$ cat src/rtl/wb_port_arbiter_pkg.sv
// Shared types and helpers for the regfile write-port arbiter.
// The grant encoding and the request bundle are shared by the FIFO and the top.
package wb_port_arbiter_pkg;

   localparam int REG_ADDR_W = 5;
   localparam int WB_DATA_W  = 64;

   typedef struct packed {
      logic [REG_ADDR_W-1:0] rd;
      logic [WB_DATA_W-1:0]  data;
   } wb_req_t;

   typedef enum logic [1:0] {
      GNT_NONE = 2'd0,
      GNT_WB   = 2'd1,
      GNT_MDU  = 2'd2
   } grant_t;

   function automatic logic [31:0] rd_onehot(input logic [REG_ADDR_W-1:0] rd);
      logic [31:0] one;
      one = 32'd1;
      return one << rd;
   endfunction

endpackage

$ cat src/rtl/wb_result_fifo.sv
// Small queue of MDU results waiting for the regfile write port.
// Each entry carries a live bit so that a younger WB write can kill it in place.
module wb_result_fifo
   import wb_port_arbiter_pkg::*;
#(
   parameter int DATA_W = 64,
   parameter int DEPTH  = 2
) (
   input  logic                  clk,
   input  logic                  reset,
   input  logic                  push,
   input  logic                  push_dead,
   input  logic [REG_ADDR_W-1:0] push_rd,
   input  logic [DATA_W-1:0]     push_data,
   input  logic                  pop,
   input  logic                  flush,
   input  logic                  kill_en,
   input  logic [REG_ADDR_W-1:0] kill_rd,
   output logic                  empty,
   output logic                  full,
   output logic [REG_ADDR_W-1:0] head_rd,
   output logic [DATA_W-1:0]     head_data,
   output logic                  head_live,
   output logic [REG_ADDR_W-1:0] ent_rd [DEPTH],
   output logic [DEPTH-1:0]      ent_live
);

   localparam int PTR_W = $clog2(DEPTH);
   localparam int CNT_W = PTR_W + 1;

   logic [REG_ADDR_W-1:0] rd_q   [DEPTH];
   logic [DATA_W-1:0]     data_q [DEPTH];
   logic [DEPTH-1:0]      live_q;
   logic [PTR_W-1:0]      wptr;
   logic [PTR_W-1:0]      rptr;
   logic [CNT_W-1:0]      count;

   assign empty     = (count == '0);
   assign full      = (count == CNT_W'(DEPTH));
   assign head_rd   = rd_q[rptr];
   assign head_data = data_q[rptr];
   assign head_live = live_q[rptr];
   assign ent_rd    = rd_q;
   assign ent_live  = live_q;

   // Live bits are cleared on pop, so a set live bit always means an occupied slot.
   always_ff @(posedge clk or posedge reset) begin
      if (reset) begin
         wptr   <= '0;
         rptr   <= '0;
         count  <= '0;
         live_q <= '0;
         for (int i = 0; i < DEPTH; i++) begin
            rd_q[i]   <= '0;
            data_q[i] <= '0;
         end
      end else if (flush) begin
         wptr   <= '0;
         rptr   <= '0;
         count  <= '0;
         live_q <= '0;
      end else begin
         for (int i = 0; i < DEPTH; i++) begin
            if (kill_en && live_q[i] && (rd_q[i] == kill_rd)) begin
               live_q[i] <= 1'b0;
            end
         end
         if (pop) begin
            live_q[rptr] <= 1'b0;
            rptr         <= rptr + PTR_W'(1);
         end
         if (push) begin
            rd_q[wptr]   <= push_rd;
            data_q[wptr] <= push_data;
            live_q[wptr] <= ~push_dead;
            wptr         <= wptr + PTR_W'(1);
         end
         count <= count + CNT_W'(push) - CNT_W'(pop);
      end
   end

endmodule

$ cat src/rtl/wb_port_arbiter.sv
// Shares the regfile write port between the WB stage and queued MDU results.
// WB normally wins; a starvation counter eventually stalls WB to drain the queue.
module wb_port_arbiter
   import wb_port_arbiter_pkg::*;
#(
   parameter int DATA_W     = 64,
   parameter int FIFO_DEPTH = 2,
   parameter int STARVE_MAX = 4
) (
   input  logic                  clk,
   input  logic                  reset,
   input  logic                  wb_valid,
   input  logic [REG_ADDR_W-1:0] wb_rd,
   input  logic [DATA_W-1:0]     wb_data,
   output logic                  wb_stall,
   input  logic                  mdu_valid,
   input  logic [REG_ADDR_W-1:0] mdu_rd,
   input  logic [DATA_W-1:0]     mdu_data,
   output logic                  mdu_ready,
   input  logic                  flush,
   output logic                  rf_wen,
   output logic [REG_ADDR_W-1:0] rf_wa,
   output logic [DATA_W-1:0]     rf_wd,
   output logic [31:0]           pend_mask
);

   localparam int STARVE_W = $clog2(STARVE_MAX + 1);

   logic                  fifo_empty;
   logic                  fifo_full;
   logic [REG_ADDR_W-1:0] head_rd;
   logic [DATA_W-1:0]     head_data;
   logic                  head_live;
   logic [REG_ADDR_W-1:0] ent_rd [FIFO_DEPTH];
   logic [FIFO_DEPTH-1:0] ent_live;

   logic [STARVE_W-1:0]   starve_cnt;
   logic                  starve;
   grant_t                grant;
   logic                  push;
   logic                  pop;
   logic                  kill_en;
   logic                  push_dead;

   assign mdu_ready = ~fifo_full;
   assign starve    = (starve_cnt == STARVE_W'(STARVE_MAX)) && !fifo_empty && !flush;
   assign wb_stall  = starve && wb_valid;
   assign push      = mdu_valid && mdu_ready && !flush;
   assign pop       = (grant == GNT_MDU);
   assign kill_en   = (grant == GNT_WB) && (wb_rd != '0);
   // WB is younger than any MDU result, so a same-cycle enqueue to its rd is already stale.
   assign push_dead = kill_en && (mdu_rd == wb_rd);

   always_comb begin
      grant = GNT_NONE;
      if (starve) begin
         grant = GNT_MDU;
      end else if (wb_valid) begin
         grant = GNT_WB;
      end else if (!fifo_empty && !flush) begin
         grant = GNT_MDU;
      end
   end

   always_comb begin
      pend_mask = '0;
      for (int i = 0; i < FIFO_DEPTH; i++) begin
         if (ent_live[i] && (ent_rd[i] != '0)) begin
            pend_mask = pend_mask | rd_onehot(ent_rd[i]);
         end
      end
   end

   wb_result_fifo #(
      .DATA_W (DATA_W),
      .DEPTH  (FIFO_DEPTH)
   ) u_fifo (
      .clk       (clk),
      .reset     (reset),
      .push      (push),
      .push_dead (push_dead),
      .push_rd   (mdu_rd),
      .push_data (mdu_data),
      .pop       (pop),
      .flush     (flush),
      .kill_en   (kill_en),
      .kill_rd   (wb_rd),
      .empty     (fifo_empty),
      .full      (fifo_full),
      .head_rd   (head_rd),
      .head_data (head_data),
      .head_live (head_live),
      .ent_rd    (ent_rd),
      .ent_live  (ent_live)
   );

   // Counts consecutive WB wins over a waiting MDU result; any FIFO grant resets it.
   always_ff @(posedge clk or posedge reset) begin
      if (reset) begin
         starve_cnt <= '0;
      end else if (flush || fifo_empty || (grant == GNT_MDU)) begin
         starve_cnt <= '0;
      end else if ((grant == GNT_WB) && (starve_cnt != STARVE_W'(STARVE_MAX))) begin
         starve_cnt <= starve_cnt + STARVE_W'(1);
      end
   end

   always_ff @(posedge clk or posedge reset) begin
      if (reset) begin
         rf_wen <= 1'b0;
         rf_wa  <= '0;
         rf_wd  <= '0;
      end else begin
         rf_wen <= 1'b0;
         if ((grant == GNT_WB) && (wb_rd != '0)) begin
            rf_wen <= 1'b1;
            rf_wa  <= wb_rd;
            rf_wd  <= wb_data;
         end else if ((grant == GNT_MDU) && head_live && (head_rd != '0)) begin
            rf_wen <= 1'b1;
            rf_wa  <= head_rd;
            rf_wd  <= head_data;
         end
      end
   end

endmodule

$ cat config.mk
export PLATFORM = sky130hd
export DESIGN_NAME = wb_port_arbiter
export DESIGN_NICKNAME = d
export VERILOG_FILES = /design/src/rtl/wb_port_arbiter_pkg.sv /design/src/rtl/wb_result_fifo.sv /design/src/rtl/wb_port_arbiter.sv
export SDC_FILE = /design/constraint.sdc
export NUM_CORES = 1
export LEC_CHECK = 0
export ABC_AREA = 1
export CAP_MARGIN = 30
export CORE_MARGIN = 1.5
export CORE_UTILIZATION = 58
export DETAILED_ROUTE_END_ITERATION = 7
export DONT_BUFFER_PORTS = 1
export PLACE_DENSITY = 0.72
export SYNTH_ARGS = -nofsm -noshare
export SYNTH_HDL_FRONTEND = slang
export SYNTH_SLANG_ARGS = --single-unit
$ cat constraint.sdc
create_clock -name clk -period 6.6 [get_ports clk]
set_input_delay 0.66 -clock clk [delete_from_list [all_inputs] [get_ports clk]]
set_output_delay 0.66 -clock clk [all_outputs]
set_load 0.01 [all_outputs]
Word level (Yosys, flattened, before mapping) --
Cells that the tools add are included.
Word-level totals: memories 0, bits of input ports 143, RAM bits 0, output and inout bits 104, ROM bits 0, word-level logic and storage cells 121, latch bits 0, register bits after elaboration 217
Cells by class: add/subtract/negate cells 5, div/mod/pow operators 0, eq/ne operators 8, shift operators 2, reductions and logical operators 34, $lt $le $gt $ge 7, $mul 0, muxes and demuxes 45, bitwise operators 8
Operator list (count):
- 2-to-1 mux 64 bit | 6
- bitwise mux 128 bit | 1
- demux 64 bit (select 1 bit) | 1
- 2-to-1 mux 32 bit | 2
- left shift 1 x 5 -> 32 bit (first input constant) | 2
- bitwise OR 32 bit | 1
- 2-to-1 mux 5 bit | 6
- logical AND 1 bit | 20
- nonzero test 5 bit | 4
- 2-to-1 mux 2 bit | 8
- equality test 5 bit | 3
- 2-to-1 mux 1 bit | 14
- bitwise mux 10 bit | 1
- nonzero test 2 bit | 4
- 2-to-1 mux 3 bit | 2
- demux 5 bit (select 1 bit) | 1
- equality test 2 bit (second input constant) | 2
- >= comparator 2 bit (second input constant) | 2
- < comparator 1 x 2 -> 1 bit (second input constant) | 2
- inverter 1 -> 2 bit | 2
- adder 3 x 1 -> 3 bit (second input constant) | 1
- equality test 3 bit (second input constant) | 1
- inequality test 3 bit (second input constant) | 1
- inverter 1 bit | 3
- other kinds (14) | 19

Logic depth before layout (Yosys ltp) --
Gate-level depths: netlist of run 1.
depth in word-level cells 18, mapped depth 12, mapped depth without buffers 11

By module --
From an unflattened synthesis of run 1, not the netlist that was laid out.
Second synthesis, totals: cell total of the unflattened synthesis 1584, area, all modules 11579.9 µm²
By module, submodules not included:
- wb_result_fifo | sequential area each 3603.5 µm², times used 1, area an instance 6561.3 µm², cells each 824
- wb_port_arbiter | sequential area each 1826.8 µm², times used 1, area an instance 5018.6 µm², cells each 760

Worst setup path after synthesis of run 1 --
OpenSTA, ideal clock, no wires.
path kind register to output, from register u_fifo.rd_q (netlist bit u_fifo.ent_rd[3]), to output port pend_mask[10], buffers on the path 3, stages on the path, launching flop included 8, setup slack 4.565 ns, required time 5.940 ns, data arrival time 1.375 ns, cell sequence dfrtp_1 buf_2 inv_1 buf_2 nand3_1 nand3_1 clkbuf_1 o21ai_0
On the way: word-level cells in the longest chain between the ends 3, elaborated cells between the ends (all ways) 5, those cells by class 1 x shift; 1 x mux; 1 x bitwise; 2 x reduce/logical
Ends and longest elaborated chain:
- start, declared | line wb_result_fifo.sv:31 | logic [REG_ADDR_W-1:0] rd_q [DEPTH];
- start signal, assigned by index | line wb_result_fifo.sv:73 | rd_q[wptr] <= push_rd;
- nonzero test 5 bit or left shift 1 x 5 -> 32 bit (tied branches) | line wb_port_arbiter.sv:68, wb_port_arbiter_pkg.sv:22
- logical AND 1 bit or bitwise OR 32 bit (tied branches) | line wb_port_arbiter.sv:68, wb_port_arbiter.sv:69
- 2-to-1 mux 32 bit (*) | line wb_port_arbiter.sv:68 | if (ent_live[i] && (ent_rd[i] != '0)) begin
- end, declared | line wb_port_arbiter.sv:24 | output logic [31:0] pend_mask
Mark *: on every way between the ends. The rest lies on a longest branch, timed or not.

Worst setup path in the final report of run 1 --
from register starve_cnt[0], to register rf_wd[45]
On the way: word-level cells in the longest chain between the ends 8, elaborated cells between the ends (all ways) 11, those cells by class 3 x eq/ne; 2 x mux; 6 x reduce/logical
Ends and longest elaborated chain:
- start, declared | line wb_port_arbiter.sv:37 | logic [STARVE_W-1:0] starve_cnt;
- start signal, assigned | line wb_port_arbiter.sv:104 | starve_cnt <= starve_cnt + STARVE_W'(1);
- equality test 3 bit (*) | line wb_port_arbiter.sv:46 | assign starve = (starve_cnt == STARVE_W'(STARVE_MAX)) && !fifo_empty && !flush;
- logical AND 1 bit (*) (2 in series) | line wb_port_arbiter.sv:46
- 2-to-1 mux 2 bit (*) | line wb_port_arbiter.sv:56 | if (starve) begin
- equality test 2 bit | line wb_port_arbiter.sv:119 | end else if ((grant == GNT_MDU) && head_live && (head_rd != '0)) begin
- logical AND 1 bit (2 in series) | line wb_port_arbiter.sv:119
- nonzero test 2 bit (no source line)
- end signal, assigned | line wb_port_arbiter.sv:118 | rf_wd <= wb_data;
- end signal, assigned | line wb_port_arbiter.sv:122 | rf_wd <= head_data;
- end, declared | line wb_port_arbiter.sv:23 | output logic [DATA_W-1:0] rf_wd,
Marks and branches as above. A chain may end at the register's enable or synchronous reset.

==> impl_summary.log, run 1 <==
INFO  metric worst_slack = 3.09 ns
INFO  metric floorplan.core_area = approximately 18000 um^2
INFO  metric worst-slew-pin-transition = 0.989 ns
INFO  metric rows = between 40 and 50
INFO  metric drv_slew = 0
INFO  metric edff_count_synth = 0
INFO  metric synth_compound_area_share = 8.61%
INFO  metric worstHoldStart = flush
INFO  metric worst-setup-path-type = flop to flop
INFO  metric synthDominantAreaCellType = sky130_fd_sc_hd__dfrtp_1
INFO  metric status = finished, final reports clean
INFO  metric fp.dieW = ~140 um
INFO  metric drt-pass1-iter-count = 6
INFO  metric placement.io_buffers = 0
INFO  metric critical_path.reg2reg.startpoint = starve_cnt[0]
INFO  metric wl_per_instance = 15.8 um
INFO  metric worst_ep_arrival_time = 3.95 ns
INFO  metric dpl.cell_count = about 1700
INFO  metric drc = 0
INFO  metric groute.usage.overall = 27.9%
INFO  metric yosysSeqAreaShare = approximately 50%
INFO  metric start_kind = flop
INFO  metric cp_cell_sequence = inv_1, ha_1, nand2_1, nor3_2, nor2_4, buf_4, inv_4, nand2_2, buf_4, nand2_1, nand2_1
INFO  metric synth-warning-count = 0
INFO  metric hold_path.class = primary input to flop
INFO  metric clock_skews = ~0.021 ns
INFO  metric fin_crit = about 3.5 ns
INFO  metric multiplexer_share_of_the_synthesized_area = 0%
INFO  metric place_hpwl = 17000 um
INFO  metric synth_xor_xnor_area_share = less than 1%
INFO  metric vias_per_cell = 5.44
INFO  metric grt_max_degree = 137
INFO  metric antenna_left = 0
INFO  metric fill_cell_instance_count_of_the_final_layout = 1670
INFO  metric die_area = 19600 um^2
INFO  metric fin_worst_hold_slack = between 0.2 and 0.25 ns
INFO  metric place.gp.congestion = 0.930
INFO  metric fin_cells = 1704
INFO  metric async_set_reset_flop_share_out_of_synthesis = 100%
INFO  metric cp_max_fo = 74
INFO  metric synth.lib_cells_used.distinct = 30
INFO  metric drive_gt1_share = 4.41%
INFO  metric clockBufferDepth = 3
INFO  metric main_combinational_cell_family_by_area_after_synthesis = simple AND/OR/NAND/NOR gates
INFO  metric dp_slack = 2.99 ns
INFO  metric post-synth-top-area-fraction = 49.9%
INFO  metric die_height = approximately 140 um
INFO  metric vias_in_the_first_global_route = 8864
INFO  metric wirelength = 26900 um
INFO  metric commonest_cells_in_the_synthesized_netlist = sky130_fd_sc_hd__nand2_1 (763), sky130_fd_sc_hd__dfrtp_1 (217), sky130_fd_sc_hd__o21ai_0 (175), sky130_fd_sc_hd__inv_1 (97), sky130_fd_sc_hd__nand3_1 (87)
INFO  metric worst_path_max_delay_cell = sky130_fd_sc_hd__nand2_2
INFO  metric mappedNetlistNets = 1664
INFO  metric grt_overflow = 0
INFO  metric yosysMostFrequentCell = sky130_fd_sc_hd__nand2_1
INFO  metric report.final.setup_viol = 0
INFO  metric path_delay_family = buffers and inverters
INFO  metric pin_count = between 200 and 250
INFO  metric cts.clk_slew.worst_paths = 0.06 ns
INFO  metric crit_buf_inv = 4
INFO  metric setup_total_negative_slack = 0 ns
INFO  metric num-nets-final = ~1600
INFO  metric via_count = 9276
INFO  metric maxCapViolCount = 0
INFO  metric detail_route.iter0.violations = 745
INFO  metric layout_stage_area_growth_over_the_synthesis_result = 6.47%
INFO  metric grt_pass1_wl = 44600 um
INFO  metric max_clock_freq = around 0.29 GHz
INFO  metric power_per_cell_area = approximately 370 nW/um^2
INFO  metric clock_buffer_count_from_cts = 23
INFO  metric synth_cells = 1517
INFO  metric htreeDepth = 1
INFO  metric ir_drop = between 0.15 and 0.2 mV
INFO  metric post_synth_instance_area = 10900 um^2
INFO  metric cts.root.buffer_cell = sky130_fd_sc_hd__clkbuf_16
INFO  metric diodes = 0
INFO  metric cts_tree = done
INFO  metric critical-path-max-stage-delay = about 0.67 ns
INFO  metric timing.slew.headroom = 33.9%
INFO  metric effective_utilization_at_floorplan = 59.8%
INFO  metric yosys_most_used_dff = sky130_fd_sc_hd__dfrtp_1
INFO  metric cp_data_required_time = 7.05 ns
INFO  metric final.period_utilization = a little over half
INFO  metric clock_sinks = 217
INFO  metric end_kind = flop
INFO  metric grt_antenna_before_repair = 0
INFO  metric synth_register_bits = 217
INFO  metric timing.critical_path.from = starve_cnt[0]
INFO  metric worst_path_most_repeated_cell = sky130_fd_sc_hd__nand2_1
INFO  metric grt_setup_unrepaired = no
INFO  metric synth_adder_area_share = 0.460%
INFO  metric synth.area.top_cells = sky130_fd_sc_hd__dfrtp_1 (50%), sky130_fd_sc_hd__nand2_1 (26%), sky130_fd_sc_hd__o21ai_0 (8.0%), sky130_fd_sc_hd__nand3_1 (4.0%), sky130_fd_sc_hd__inv_1 (3.3%)
INFO  metric synth_simple_gate_area_share = 32.8%
INFO  metric hold_viol_final = 0
INFO  metric syn_area_per_cell = ~7.2 um^2
INFO  metric insertion_delay = 0.51 ns
INFO  metric p_leak = ~6.0 nW
==> metal layers <==
metal,part of all wire (%),wire (um),GRT usage (%),vias to the layer above
li1,-,-,-,4579
met1,43,11500,38.7,4282
met2,44,11900,43.0,354
met3,9.3,2510,7.42,61
met4,3.8,1020,9.25,0
met5,0,0,0,-
==> kinds of logic (layout without fill, tap and decap cells) <==
kind of cell / count (synthesis) / after routing
AOI/OAI and AO/OA: 187 / 187
xor gates and xnor gates: 4 / 4
adders and majority gates: 4 / 4
buffers and inverters: 200 / 158
DFF: 217 / 217
other: 1 / 1
and+or+nand+nor: 904 / 904
==> worst paths after layout <==
| kind | slack (ns) | cells past startpoint | endpoint |
|---|---|---|---|
| setup / recovery | 3.09 | 11 | rf_wd[45] |
| hold / removal | 0.20 | 1 | u_fifo.count[0] |
| setup reg to reg | 3.09 | 11 | rf_wd[45] |
| hold reg to reg | 0.47 | 1 | starve_cnt[0] |
| max in group asynchronous | 4.49 | 5 | u_fifo.data_q[26] |
| min in group asynchronous | 0.56 | 2 | rf_wd[45] |
==> stage by stage <==
stage | total power [mW] | util (%) | instance area, um^2
finish | 4.29 | 63.6 | 11600
global route | 4.60 | 63.6 | 11600
CTS | 4.32 | 63.4 | 11500
detailed placement | 3.07 | 59.4 | 10800
global placement | 3.03 | 59.3 | 10800
floorplan | 2.82 | - | 10900
==> final cells by class <==
class | count | area (um^2) | share of cell area, %
sequential | 217 | 5430 | 46.9
timing repair buffer | 11 | 125 | 1.08
clock inverter | 6 | 33.8 | 0.292
inverter | 106 | 408 | 3.52
clock buffer | 35 | 691 | 5.96
multi-input combinational | 1100 | 4610 | 39.8
tap | 229 | 287 | 2.47
==> report_power, final <==
group | internal [mW] | total (mW) | switching, mW
logic | 0.326 | 0.960 | 0.634
registers | 1.76 | 2.10 | 0.340
clock network | 0.719 | 1.23 | 0.511
total | 2.80 | 4.29 | 1.49
==> state kept, by name, summed over array words and instances, names as in the netlist <==
register and flops:
starve_cnt 3, u_fifo.count 2, u_fifo.ent_live 2, u_fifo.ent_rd 10, rf_wd 64, u_fifo.rptr 1, u_fifo.data_q 128, u_fifo.wptr 1
rf_wa 5, rf_wen 1
==> worst register-to-register path, delay by kind of cell, from the launching register on <==
family        cells  cell delay, ns
simple gates      6            1.17
buf+inv           4            1.73
flops             1            0.37
fa+ha+maj         1            0.18
==> cell usage in the layout (no fill, tap or decap), types with 2 or more instances in the layout <==
cell                        instances
sky130_fd_sc_hd__a21oi_1            2
sky130_fd_sc_hd__buf_16             2
sky130_fd_sc_hd__buf_4              8
sky130_fd_sc_hd__clkbuf_1           5
sky130_fd_sc_hd__clkbuf_16         23
sky130_fd_sc_hd__clkbuf_8           7
sky130_fd_sc_hd__clkinv_2           5
sky130_fd_sc_hd__dfrtp_1          216
sky130_fd_sc_hd__ha_1               4
sky130_fd_sc_hd__inv_1             96
sky130_fd_sc_hd__inv_2              8
sky130_fd_sc_hd__nand2_1          763
sky130_fd_sc_hd__nand3_1           87
sky130_fd_sc_hd__nand4_1            6
sky130_fd_sc_hd__nor2_1            31
sky130_fd_sc_hd__nor2_4             3
sky130_fd_sc_hd__nor3_1             4
sky130_fd_sc_hd__nor4_1             3
sky130_fd_sc_hd__o21ai_0          175
sky130_fd_sc_hd__o21ai_1            9
sky130_fd_sc_hd__xnor2_1            3
==> repair_timing <==
action / in CTS / in global routing
buffers inserted: 0 / 0
resized for setup: 0 / 0
endpoints found under the setup margin: 0 / 0
hold buffers: 0 / 1
endpoints found under the hold margin: 0 / 9
Note: power is estimated with default switching activity, not from simulation.
==> run 2, diff against run 1 <==
--- a/config.mk
+++ b/config.mk
@@ -8,7 +8,7 @@
 export ABC_AREA = 1
 export CAP_MARGIN = 30
 export CORE_MARGIN = 1.5
-export CORE_UTILIZATION = 58
+export CORE_UTILIZATION = 60
 export DETAILED_ROUTE_END_ITERATION = 7
 export DONT_BUFFER_PORTS = 1
 export PLACE_DENSITY = 0.72
==> constraint.sdc (replaced) <==
create_clock -name clk -period 3.4 [get_ports clk]
set_input_delay 0.34 -clock clk [delete_from_list [all_inputs] [get_ports clk]]
set_output_delay 0.34 -clock clk [all_outputs]
set_load 0.01 [all_outputs]
==> run 2 against run 1 <==
Compared with the run above:
- die area decreased by 3.3%
- first-iteration DRC count increased by 2.3%
- highest routed layer unchanged
- total power increased by 100%
- design area increased by 7.2%
==> impl_summary.log, run 2 (synthesis gave the netlist of run 1 again) <==
INFO  metric status = finished, final reports clean
INFO  metric via_count = 9731 (+4.9%)
INFO  metric timing.slew.headroom = 40.1% (+6.2 points)
INFO  metric report.final.setup_viol = 0 (unchanged)
INFO  metric final_common_cell = sky130_fd_sc_hd__nand2_1
INFO  metric place.gp.congestion = 0.912 (-1.9%)
INFO  metric post_cts_hold_buffers = 71 (+71)
INFO  metric clockBufferDepth = 3 (unchanged)
INFO  metric effective_utilization_at_floorplan = 60.8% (+1.0 points)
INFO  metric die_height = 138 um (-1.6%)
INFO  metric power_per_cell_area = 701 nW/um^2 (+89%)
INFO  metric diodes = 0 (unchanged)
INFO  metric drv_slew = 0 (unchanged)
INFO  metric grt_overflow = 0 (unchanged)
INFO  metric fin_worst_hold_slack = 0.0157 ns (-0.188 ns)
INFO  metric max_flop_register = u_fifo.data_q
INFO  metric final.period_utilization = between 80% and 90%
INFO  metric end_kind = output pin
INFO  metric detail_route.iter0.violations = 762 (+2.3%)
INFO  metric pin_count = 247 (unchanged)
INFO  metric fin_cells = 1780 (+4.5%)
INFO  metric cts_tree = done
INFO  metric power.clock.fraction = 30.7% (+2.0 points)
INFO  metric groute.usage.overall = 29.1% (+1.2 points)
INFO  metric final_cell_mix = sky130_fd_sc_hd__nand2_1 (763), sky130_fd_sc_hd__dfrtp_1 (216), sky130_fd_sc_hd__o21ai_0 (175)
INFO  metric insertion_delay = 0.51 ns (about the same)
INFO  metric rows = 49 (unchanged)
INFO  metric power.internal = 5.74 mW (+100%)
INFO  metric floorplan.core_area = 17900 um^2 (-1.7%)
INFO  metric finish.instance_area = 12400 um^2 (+7.2%)
INFO  metric worst_slack = 0.638 ns (-2.46 ns)
INFO  metric fin_crit = 2.76 ns
INFO  metric post-layout-total-power = 8.71 mW (+100%)
INFO  metric largest_reg_flops = 128 (unchanged)
INFO  metric drt-pass1-iter-count = 6 (unchanged)
INFO  metric place_hpwl = 16900 um (-0.35%)
INFO  metric vias_in_the_first_global_route = 8902 (+0.43%)
INFO  metric p_leak = 6.31 nW (+5.8%)
INFO  metric start_kind = flop
INFO  metric cts.clk_slew.worst_paths = 0.06 ns (about the same)
INFO  metric switching_share = 34.1% (-0.54 points)
INFO  metric final_core_utilization = 69.4% (+5.8 points)
INFO  metric die_area = 19000 um^2 (-3.3%)
INFO  metric fp.dieW = 138 um (-1.6%)
INFO  metric grt_antenna_before_repair = 0 (unchanged)
INFO  metric ir_drop = 0.490 mV (+150%)
INFO  metric num-nets-final = 1681 (+4.7%)
INFO  metric hold_path.class = primary input to flop
INFO  metric dp_slack = 1.17 ns (-1.82 ns)
INFO  metric placement.io_buffers = 0 (unchanged)
INFO  metric grt_setup_unrepaired = no
INFO  metric comb_power_share = 22.8% (+0.4 points)
INFO  metric cp_data_required_time = 3.06 ns (-3.99 ns)
INFO  metric post_dp_cell_area = 10900 um^2 (+0.59%)
INFO  metric post_cts_buffers = 0 (unchanged)
INFO  metric max_clock_freq = 0.362 GHz
INFO  metric maxCapViolCount = 0 (unchanged)
INFO  metric htreeDepth = 1 (unchanged)
INFO  metric setup_total_negative_slack = 0 ns (unchanged)
INFO  metric antenna_left = 0 (unchanged)
INFO  metric cts_resized = 0 (unchanged)
INFO  metric cp_max_fo = 15 (-80%)
INFO  metric worst_ep_arrival_time = 2.42 ns (-1.53 ns)
INFO  metric wl_per_instance = 15.6 um (-0.95%)
INFO  metric clock_buffer_count_from_cts = 24 (+4.3%)
INFO  metric worst-slew-pin-transition = 0.898 ns (-0.0913 ns)
INFO  metric clock_sinks = 217 (unchanged)
INFO  metric cts.root.buffer_cell = sky130_fd_sc_hd__clkbuf_16
INFO  metric clock_skews = 0.00871 ns (-0.0122 ns)
INFO  metric drive_gt1_share = 4.45% (+0.042 points)
INFO  metric wirelength = 27800 um (+3.5%)
INFO  metric net-switching-power = 2.97 mW (+100%)
INFO  metric drc = 0 (unchanged)
INFO  metric grt_max_degree = 129 (-5.8%)
INFO  metric dpl.cell_count = 1666 (+0.30%)
INFO  metric layout_stage_area_growth_over_the_synthesis_result = 14.2%
INFO  metric p_seq_share = 46.5% (-2.4 points)
INFO  metric worst-setup-path-type = flop to output pin
INFO  metric grt_pass1_wl = 44000 um (-1.5%)
INFO  metric vias_per_cell = 5.47 (+0.43%)
INFO  metric hold_viol_final = 0 (unchanged)
[run 2: changes by cell type in the layout (fill, tap and decap cells not counted), moves of 2 or more]
| cell | before | now |
|---|---|---|
| sky130_fd_sc_hd__buf_4 | 8 | 10 |
| sky130_fd_sc_hd__clkinvlp_4 | 0 | 2 |
| sky130_fd_sc_hd__dlygate4sd3_1 | 1 | 71 |
| sky130_fd_sc_hd__clkbuf_8 | 7 | 4 |
| sky130_fd_sc_hd__clkinv_2 | 5 | 0 |
| sky130_fd_sc_hd__bufinv_16 | 0 | 3 |
| sky130_fd_sc_hd__clkinv_4 | 0 | 2 |
| sky130_fd_sc_hd__buf_16 | 2 | 0 |
| sky130_fd_sc_hd__clkbuf_1 | 5 | 7 |
| sky130_fd_sc_hd__buf_12 | 0 | 4 |
[run 2: worst max-delay path: stages (launching register included)]
cell,delay (ns)
sky130_fd_sc_hd__dfrtp_1,0.52
sky130_fd_sc_hd__inv_1,0.24
sky130_fd_sc_hd__nand3_1,0.18
sky130_fd_sc_hd__nand3_1,0.40
sky130_fd_sc_hd__o21ai_0,0.57
[run 2: final timing paths]
kind,start,endpoint,slack (ns),cells after the start
min in group asynchronous,reset,rf_wd[3],0.23,2
max in group asynchronous,reset,u_fifo.rptr,2.21,3
worst min register to register,u_fifo.data_q[49],u_fifo.data_q[49],0.47,2
worst max register to register,starve_cnt[0],rf_wd[5],1.15,11
worst max-delay path,u_fifo.ent_rd[3],pend_mask[6],0.64,4
worst min-delay path,mdu_valid,u_fifo.wptr,0.02,3
[run 2: per-layer routing]
metal	up-vias	track usage, %	routed length (um)
met3	45	5.70	2370
met1	4543	39.6	11900
met5	-	0	0
met4	0	7.72	523
met2	408	47.8	13000
li1	4735	-	-
[run 2: cell type report]
| type | count | area, um^2 |
|---|---|---|
| inverters | 106 | 404 |
| clock buffers | 35 | 682 |
| flip-flops and latches | 217 | 5430 |
| well taps | 229 | 287 |
| repair buffers | 85 | 866 |
| fillers | 1560 | 5480 |
| multi-input cells | 1100 | 4610 |
| clock inverters | 8 | 143 |
[run 2: power groups by stage]
stage / logic, mW / clock network, mW / registers (mW)
after CTS: 1.99 / 2.72 / 4.03
after detailed placement: 1.89 / 0 / 4.07
after global routing: 2.32 / 2.81 / 4.15
after floorplan: 1.61 / 0 / 3.87
after global placement: 1.83 / 0 / 4.05
final: 1.99 / 2.68 / 4.05
